### config.mk
export PLATFORM = sky130hd
export DESIGN_NAME = sw_debounce_capture_flat
export DESIGN_NICKNAME = d
export VERILOG_FILES = /design/src/rtl/sw_debounce_capture_if.sv /design/src/rtl/sw_debounce_capture.sv /design/src/flat_wrapper.sv
export SDC_FILE = /design/constraint.sdc
export NUM_CORES = 1
export LEC_CHECK = 0
export ABC_AREA = 1
export CAP_MARGIN = 10
export CORE_MARGIN = 4
export CORE_UTILIZATION = 30
export DETAILED_ROUTE_END_ITERATION = 10
export PLACE_DENSITY_LB_ADDON = 0.12
export SLEW_MARGIN = 20
export SYNTH_ARGS = -nofsm -noshare
export SYNTH_HDL_FRONTEND = slang
export SYNTH_SLANG_ARGS = --single-unit
### constraint.sdc
create_clock -name clk -period 1.1 [get_ports clk]
set_input_delay 0.33 -clock clk [delete_from_list [all_inputs] [get_ports clk]]
set_output_delay 0.33 -clock clk [all_outputs]
set_load 0.05 [all_outputs]
### src/rtl/sw_debounce_capture_if.sv
// ---------------------------------------------------------------------------
// sw_debounce_capture_if
// Event snapshot handshake between the switch conditioner (master) and its
// consumer (slave).
//   evt_valid   : a captured sw_clean snapshot is pending on evt_data
//   evt_data    : snapshot taken at the most recent accepted change
//   evt_ready   : consumer acknowledges evt_data
//   evt_overrun : sticky, a change was captured while an event was pending
// ---------------------------------------------------------------------------
interface sw_debounce_capture_if #(
  parameter int WIDTH = 8
);
  logic             evt_valid;
  logic [WIDTH-1:0] evt_data;
  logic             evt_ready;
  logic             evt_overrun;

  modport master (
    output evt_valid,
    output evt_data,
    output evt_overrun,
    input  evt_ready
  );

  modport slave (
    input  evt_valid,
    input  evt_data,
    input  evt_overrun,
    output evt_ready
  );
endinterface

### src/rtl/sw_debounce_capture.sv
// ---------------------------------------------------------------------------
// sw_debounce_capture
// Conditions WIDTH asynchronous slide-switch inputs: two-flop synchronizer,
// optional per-bit debounce FSM, edge pulses and a single-entry snapshot
// register with valid/ready handshake and a sticky overrun flag.
//
// Ports:
//   clk       : sole clock
//   rst       : synchronous active-high reset
//   sw_raw    : raw asynchronous switch levels
//   sw_clean  : conditioned switch levels
//   sw_rise   : one-cycle pulse per bit on sw_clean 0->1
//   sw_fall   : one-cycle pulse per bit on sw_clean 1->0
//   evt       : snapshot handshake (master modport of sw_debounce_capture_if)
//
// Configuration macro SW_DEBOUNCE_EN:
//   defined   -> each bit must be stable for DEBOUNCE_CYCLES cycles before
//                sw_clean follows it (latency 2 + DEBOUNCE_CYCLES edges)
//   undefined -> sw_clean is the synchronizer output (latency 2 edges) and
//                DEBOUNCE_CYCLES has no effect
// ---------------------------------------------------------------------------
module sw_debounce_capture #(
  parameter int WIDTH           = 8,
  parameter int DEBOUNCE_CYCLES = 1_000_000
) (
  input  logic                  clk,
  input  logic                  rst,
  input  logic [WIDTH-1:0]      sw_raw,
  output logic [WIDTH-1:0]      sw_clean,
  output logic [WIDTH-1:0]      sw_rise,
  output logic [WIDTH-1:0]      sw_fall,
  sw_debounce_capture_if.master evt
);

  // Elaboration-time range guard for the settle length.
  if (DEBOUNCE_CYCLES < 2 || DEBOUNCE_CYCLES > 16777216) begin : g_bad_cfg
    $error("DEBOUNCE_CYCLES out of range 2..2^24");
  end

  logic [WIDTH-1:0] sync1_q, sync1_d;
  logic [WIDTH-1:0] clean_q, clean_d;
  logic [WIDTH-1:0] rise_q, rise_d;
  logic [WIDTH-1:0] fall_q, fall_d;
  logic             valid_q, valid_d;
  logic [WIDTH-1:0] data_q, data_d;
  logic             ovr_q, ovr_d;

`ifdef SW_DEBOUNCE_EN
  localparam int CNT_W = (DEBOUNCE_CYCLES > 2) ? $clog2(DEBOUNCE_CYCLES) : 1;
  localparam logic [CNT_W-1:0] CNT_DONE = CNT_W'(DEBOUNCE_CYCLES - 1);

  typedef enum logic {
    ST_STABLE   = 1'b0,
    ST_SETTLING = 1'b1
  } state_e;

  logic [WIDTH-1:0] sync2_q, sync2_d;
  state_e           state_q [WIDTH];
  state_e           state_d [WIDTH];
  logic [CNT_W-1:0] cnt_q   [WIDTH];
  logic [CNT_W-1:0] cnt_d   [WIDTH];

  // Second synchronizer stage and per-bit debounce next-state logic.
  always_comb begin
    sync2_d = sync1_q;
    clean_d = clean_q;
    for (int i = 0; i < WIDTH; i++) begin
      state_d[i] = state_q[i];
      cnt_d[i]   = cnt_q[i];
      case (state_q[i])
        ST_STABLE: begin
          if (sync2_q[i] != clean_q[i]) begin
            state_d[i] = ST_SETTLING;
            cnt_d[i]   = {CNT_W{1'b0}};
          end else begin
            state_d[i] = ST_STABLE;
          end
        end
        ST_SETTLING: begin
          if (sync2_q[i] == clean_q[i]) begin
            // Glitch: input returned before the settle completed.
            state_d[i] = ST_STABLE;
            cnt_d[i]   = {CNT_W{1'b0}};
          end else if ((cnt_q[i] + 1'b1) == CNT_DONE) begin
            // Counter reaches DEBOUNCE_CYCLES-1 on this edge: accept level.
            clean_d[i] = sync2_q[i];
            state_d[i] = ST_STABLE;
            cnt_d[i]   = {CNT_W{1'b0}};
          end else begin
            cnt_d[i] = cnt_q[i] + 1'b1;
          end
        end
        default: begin
          state_d[i] = ST_STABLE;
          cnt_d[i]   = {CNT_W{1'b0}};
        end
      endcase
    end
  end

  // Debounce state, counters and second synchronizer stage.
  always_ff @(posedge clk) begin
    if (rst) begin
      sync2_q <= {WIDTH{1'b0}};
      for (int i = 0; i < WIDTH; i++) begin
        state_q[i] <= ST_STABLE;
        cnt_q[i]   <= {CNT_W{1'b0}};
      end
    end else begin
      sync2_q <= sync2_d;
      for (int i = 0; i < WIDTH; i++) begin
        state_q[i] <= state_d[i];
        cnt_q[i]   <= cnt_d[i];
      end
    end
  end
`else
  // Without debouncing the clean register is the second synchronizer stage.
  always_comb begin
    clean_d = sync1_q;
  end
`endif

  // First synchronizer stage and edge pulses aligned with the new clean level.
  always_comb begin
    sync1_d = sw_raw;
    rise_d  = clean_d & ~clean_q;
    fall_d  = ~clean_d & clean_q;
  end

  // Snapshot handshake: any pulse this cycle is one event for all bits.
  always_comb begin
    valid_d = valid_q;
    data_d  = data_q;
    ovr_d   = ovr_q;
    if ((rise_q | fall_q) != {WIDTH{1'b0}}) begin
      data_d  = clean_q;
      valid_d = 1'b1;
      if (valid_q && !evt.evt_ready) begin
        ovr_d = 1'b1;
      end else begin
        ovr_d = ovr_q;
      end
    end else if (valid_q && evt.evt_ready) begin
      valid_d = 1'b0;
    end else begin
      valid_d = valid_q;
    end
  end

  // Synchronizer, clean level, pulses and handshake registers.
  always_ff @(posedge clk) begin
    if (rst) begin
      sync1_q <= {WIDTH{1'b0}};
      clean_q <= {WIDTH{1'b0}};
      rise_q  <= {WIDTH{1'b0}};
      fall_q  <= {WIDTH{1'b0}};
      valid_q <= 1'b0;
      data_q  <= {WIDTH{1'b0}};
      ovr_q   <= 1'b0;
    end else begin
      sync1_q <= sync1_d;
      clean_q <= clean_d;
      rise_q  <= rise_d;
      fall_q  <= fall_d;
      valid_q <= valid_d;
      data_q  <= data_d;
      ovr_q   <= ovr_d;
    end
  end

  assign sw_clean        = clean_q;
  assign sw_rise         = rise_q;
  assign sw_fall         = fall_q;
  assign evt.evt_valid   = valid_q;
  assign evt.evt_data    = data_q;
  assign evt.evt_overrun = ovr_q;

endmodule

### src/flat_wrapper.sv
// flat-port wrapper written by rule: the top's interface ports become plain ports
module sw_debounce_capture_flat 
#(
  parameter int WIDTH           = 8,
  parameter int DEBOUNCE_CYCLES = 1_000_000
)
  (clk, rst, sw_raw, sw_clean, sw_rise, sw_fall, evt_evt_valid, evt_evt_data, evt_evt_overrun, evt_evt_ready);
  sw_debounce_capture_if #(.WIDTH(WIDTH)) evt_i ();
  input  logic clk;
  input  logic rst;
  input  logic [WIDTH-1:0] sw_raw;
  output logic [WIDTH-1:0] sw_clean;
  output logic [WIDTH-1:0] sw_rise;
  output logic [WIDTH-1:0] sw_fall;
  output wire logic [$bits(evt_i.evt_valid)-1:0] evt_evt_valid;
  output wire logic [$bits(evt_i.evt_data)-1:0] evt_evt_data;
  output wire logic [$bits(evt_i.evt_overrun)-1:0] evt_evt_overrun;
  input wire logic [$bits(evt_i.evt_ready)-1:0] evt_evt_ready;
  assign evt_evt_valid = evt_i.evt_valid;
  assign evt_evt_data = evt_i.evt_data;
  assign evt_evt_overrun = evt_i.evt_overrun;
  assign evt_i.evt_ready = evt_evt_ready;
  sw_debounce_capture #(.WIDTH(WIDTH), .DEBOUNCE_CYCLES(DEBOUNCE_CYCLES)) u_core (.clk(clk), .rst(rst), .sw_raw(sw_raw), .sw_clean(sw_clean), .sw_rise(sw_rise), .sw_fall(sw_fall), .evt(evt_i));
endmodule
; Word-level counts from Yosys, hierarchy flattened
; Cells that the tools add are included.
; Widths: inputs -> output; s select.
[totals]
regBits = 42
latch_bits = 0
ramBits = 0
rom_bits = 0
input_bits = 11
out_inout_bits = 34
word_cells = 20
mem_count = 0
[op_classes]
add_sub_neg = 0
n_mul = 0
n_div = 0
magnitude_cmp = 0
n_eq_ne = 0
n_shift = 0
mux = 2
bitwise_logic = 5
n_reduce_logical = 6
[ops]
columns = operator, n
row1 = $and 8x8->8, 2
row2 = $not 8->8, 2
row3 = $or 8x8->8, 1
row4 = $reduce_bool 8->1, 1
row5 = $logic_and 1x1->1, 2
row6 = $mux 1, 2
row7 = $reduce_and 2->1, 1
row8 = $reduce_bool 2->1, 1
row9 = $logic_not 1->1, 1

; Depth between registers and ports, before layout
; Gate-level depths: netlist (run 1).
[logic_depth]
word_depth = 3
ltp_mapped = 7
ltp_nobuf = 6

; Worst setup path after synthesis (run 1)
; Ideal clock, no wire load.
[synth_path]
kind = reg-to-reg
startpoint = register u_core.rise_q[0], in the netlist u_core.sw_rise[0]
endpoint = register u_core.data_q[0], in the netlist u_core.evt.evt_data[0]
setup_ns = 0.117
arrival_ns = 1.191
required_ns = 0.983
path_slack_ns = -0.208
stages_incl_launch_ff = 7
path_buffers = 1
synth_period_minus_slack_ns = 1.308
path_cell_list = dfxtp_1 -> nor2_1 -> nand2_1 -> nor2_4 -> buf_6 -> a21oi_1 -> nor2_1
[synth_via]
elab_chain_len = 2
[synth_rtl]
columns = element, line_no
row1 = start: declaration, sw_debounce_capture.sv:42  ; logic [WIDTH-1:0] rise_q, rise_d;
row2 = start signal: assignment, sw_debounce_capture.sv:156  ; rise_q <= {WIDTH{1'b0}};
row3 = start signal: assignment, sw_debounce_capture.sv:164  ; rise_q <= rise_d;
row4 = $or 8x8->8, sw_debounce_capture.sv:136  ; if ((rise_q | fall_q) != {WIDTH{1'b0}}) begin
row5 = $reduce_bool 8->1, sw_debounce_capture.sv:136
row6 = end signal: assignment, sw_debounce_capture.sv:159  ; data_q <= {WIDTH{1'b0}};
row7 = end signal: assignment, sw_debounce_capture.sv:167  ; data_q <= data_d;
row8 = end: declaration, sw_debounce_capture.sv:45  ; logic [WIDTH-1:0] data_q, data_d;
; No other way between the ends.
; A chain may end at the register's enable or synchronous reset.

; Final worst setup path (run 1)
[layout_path]
startpoint = register u_core.fall_q[5], in the netlist u_core.sw_fall[5]
endpoint = output port sw_fall[5]
[layout_lines]
columns = element, line_no
row1 = start: declaration, sw_debounce_capture.sv:43  ; logic [WIDTH-1:0] fall_q, fall_d;
row2 = start signal: assignment, sw_debounce_capture.sv:157  ; fall_q <= {WIDTH{1'b0}};
row3 = start signal: assignment, sw_debounce_capture.sv:165  ; fall_q <= fall_d;
row4 = end: declaration, flat_wrapper.sv:14  ; output logic [WIDTH-1:0] sw_fall;
; No word-level cell between the ends.

==> key figures, run 1 <==
Yosys
  – Post-synth design cell area: 1370 um^2
  – Synth top area share: 0.616
  – Netlist cell types: 13
  – Seq/Total Area, Yosys: 0.616
  – EDFF count, synth: 0
  – #FFs+latches synth: 42
  – Synth Area in XOR/XNOR: 0
  – Leading post-synthesis cells by cell area: dfxtp_1 62%, nor2_1 11%, nand2_1 6.0%
  – Synthesized area per cell: 8.59 um^2
  – Top-count cell post-synth: dfxtp_1
  – Yosys top cell by area: dfxtp_1
  – Ys flop type: dfxtp_1
  – Post-synth ARST share: 0
  – Syn nets: 170
  – Compound-cell area share of the yosys netlist: 0.0367
  – Multiplexer area fraction after synthesis: 0
  – Warnings from Yosys: 0
  – Gate count after technology mapping: 159
  – Post-synth top cells: 42 x dfxtp_1, 41 x nor2_1, 22 x nand2_1, 19 x inv_1, 9 x a21oi_1
  – Adder-cell share of the synthesized area: 0
  – Synth Area in Simple Gates: 0.263
  – Largest family of logic cells by synthesized area: simple AND/OR/NAND/NOR gates

Timing
  – Clk_skew: 0.0123 ns
  – Achievable Freq: 804 MHz
  – Final Critical Period: 1.24 ns
  – Worst setup margin: -0.144 ns
  – Final setup vio count: 44
  – Slew @ Worst Pin: 0.178 ns
  – Slew Viols, Final: 0
  – Fin. Hold Viols: 0
  – Max transition margin: 0.881
  – Setup TNS Final: -2.86 ns
  – RSZ-0062 raised after global routing: yes
  – Tcrit/Tclk final: 1.13

Drt
  – DR vias: 1216
  – DR WL/cell: 11.7 um
  – Initial detailed-routing violation count: 37
  – Post-DR vias/cell: 4.19
  – Final WL: 3410 um
  – DRT Pass-1 Iters: 4
  – DRC: 0
  – Post-route ant nets: 0

Global routing
  – Global router's overall resource usage: 0.133
  – Largest net degree at the start of global routing: 34
  – Global-route wire length before repair: 5500 um
  – Total grt overflow: 0
  – Initial antenna violation count: 0
  – Vias in the first global route: 1251

Critical path
  – Worst Reg-to-Reg Cells: 7
  – Peak fanout along the critical path: 2
  – CP Class: flip-flop to primary output
  – Critical Path AT: 0.91 ns
  – Reg2reg setup slack: -0.08 ns
  – WP data required: 0.77 ns
  – Worst Setup Start Kind: flip-flop
  – Reg2Reg Launch Point: u_core.sw_fall[4]
  – Critical path endpoint category: primary output
  – R2R Path End: u_core.evt.evt_data[6]

Finish
  – Layout cells sized above 1: 0.517
  – FILL cells: 349
  – Final net count: 248
  – Diode count: 0
  – Post-layout util: 0.627
  – Register area: 926 um^2
  – Layout Cells excl Fill: 290
  – Syn-to-layout area delta: 101%
  – Multi-input logic area: 455 um^2

Job
  – Max Cap Viol: 0

Power
  – Internal: 2.76 mW
  – IR drop worst, VDD: 0.913 mV
  – Clock power share: 0.314
  – Pwr Total: 3.84 mW
  – Net Sw Power: 1.08 mW
  – Sequential Power Share: 0.434
  – Net Sw Frac: 0.282
  – Leakage: 1.21 nW
  – Comb power frac: 0.253
  – Pwr/cell area: 1390 nW/um^2

Placed design
  – GPL Wtd Cong: 0.766
  – Hpwl dp: 2490 um
  – Placed insts: 272
  – # port buffers: 44

Clocking
  – H-tree levels: 2
  – Total clock sinks: 42
  – Root Buffer: clkbuf_8
  – Reg clk slew, reported paths: 0.08 ns
  – Clock latency at the later pin of the worst-skew pair: 0.30 ns
  – Maximum clock path buffer count: 2
  – CTS tree: done
  – Cts bufs inserted: 5

Die
  – IO Pins: 45
  – Die Height: 75.5 um
  – Rows: 24
  – Initial Util: 0.311
  – Die Width: 75.5 um
  – Core ar.: 4380 um^2
  – DIE AREA: 5690 um^2

Run status
  – Failing checks: negative setup slack
  – Status: finished, violations left

Worst hold path
  – Hold Path Depth: 2
  – Min-Delay Path Class: flip-flop to flip-flop
  – HP Start: u_core.clean_d[6]
  – Min-Delay Endpoint: u_core.sw_clean[6]
state kept, by name, summed over array words and instances, names as in the netlist:
signal and cells:
u_core.evt.evt_data 8, u_core.sw_rise 8, u_core.evt.evt_overrun 1, u_core.clean_d 8, u_core.sw_fall 8, u_core.sw_clean 8, u_core.evt.evt_valid 1
repair_timing:
| action | 4_1_cts | 5_1_grt |
|---|---|---|
| endpoints found under the setup margin | 43 | 44 |
| hold buffers | 0 | 0 |
| gates resized for setup | 52 | 11 |
| gates cloned | 1 | 0 |
| pin swaps | 4 | 11 |
| setup buffers | 6 | 3 |
worst max-delay path: stages, from the launching register on:
cell and delay [ns]:
dfxtp_4 0.36, buf_6 0.11, buf_12 0.13
layout by cell type (no fill, tap or decap), types with 3 or more instances in the layout:
cell and n:
clkdlybuf4s50_1 10, buf_6 21, a21oi_1 9, nand3b_1 8, nor3_1 8, buf_12 35
dfxtp_2 17, nor2_2 3, dfxtp_4 17, inv_1 19, nand2_1 17, nand2_2 5
nor2_1 35, buf_4 10, clkbuf_8 5, nor2_4 5, dfxtp_1 8
worst max path at each step:
stage / start / endpoint / slack, ns / cells past startpoint
CTS: u_core.sw_fall[5] / sw_fall[5] / -0.14 / 2
global placement: rst / u_core.evt.evt_valid / -0.34 / 4
finish: u_core.sw_fall[5] / sw_fall[5] / -0.14 / 2
global route: u_core.sw_fall[2] / u_core.evt.evt_data[0] / -0.18 / 7
floorplan: u_core.sw_rise[4] / u_core.evt.evt_data[5] / -0.07 / 7
detailed placement: rst / u_core.evt.evt_valid / -0.39 / 4
layer usage:
| metal | global-route usage | share of wire |
|---|---|---|
| met2 | 0.235 | 0.53 |
| met5 | 0 | 0 |
| met1 | 0.135 | 0.39 |
| met3 | 0.0528 | 0.060 |
| met4 | 0.0660 | 0.017 |
power groups by stage:
stage / logic [mW] / registers, mW / clock network (mW)
after CTS: 0.949 / 1.66 / 1.24
after detailed placement: 0.882 / 1.70 / 0
final: 0.969 / 1.66 / 1.20
after global routing: 1.03 / 1.67 / 1.29
after global placement: 0.870 / 1.70 / 0
after floorplan: 0.228 / 1.90 / 0
area by class of cell:
type,instances,area share
Sequential cell,42,0.337
Timing Repair Buffer,77,0.406
Inverter,20,0.0278
Clock buffer,6,0.0264
Multi-Input combinational cell,91,0.166
Tap cell,52,0.0237
Clock inverter,2,0.0136
cell families (layout without fill, tap and decap cells):
group / after synthesis / in the layout
and+or+nand+nor: 81 / 81
DFF: 42 / 42
buffers and inverters: 26 / 105
AOI/OAI and AO/OA: 10 / 10
per-stage QoR:
stage | instance area, um^2 | hold slack (ns) | worst slack, ns
after floorplan | 1410 | 0.425 | -0.0740
after global placement | 2400 | 0.434 | -0.338
after detailed placement | 2400 | 0.434 | -0.391
after CTS | 2690 | 0.441 | -0.145
after global routing | 2750 | 0.452 | -0.179
final | 2750 | 0.444 | -0.144
No activity file was read; power rests on OpenSTA's default activity.
==> inputs of run 2 (changes only) <==
HOLD_SLACK_MARGIN = 0.06   (was unset)
==> results of run 2 <==
Final layout, timing and power as in run 1 (identical DEF).
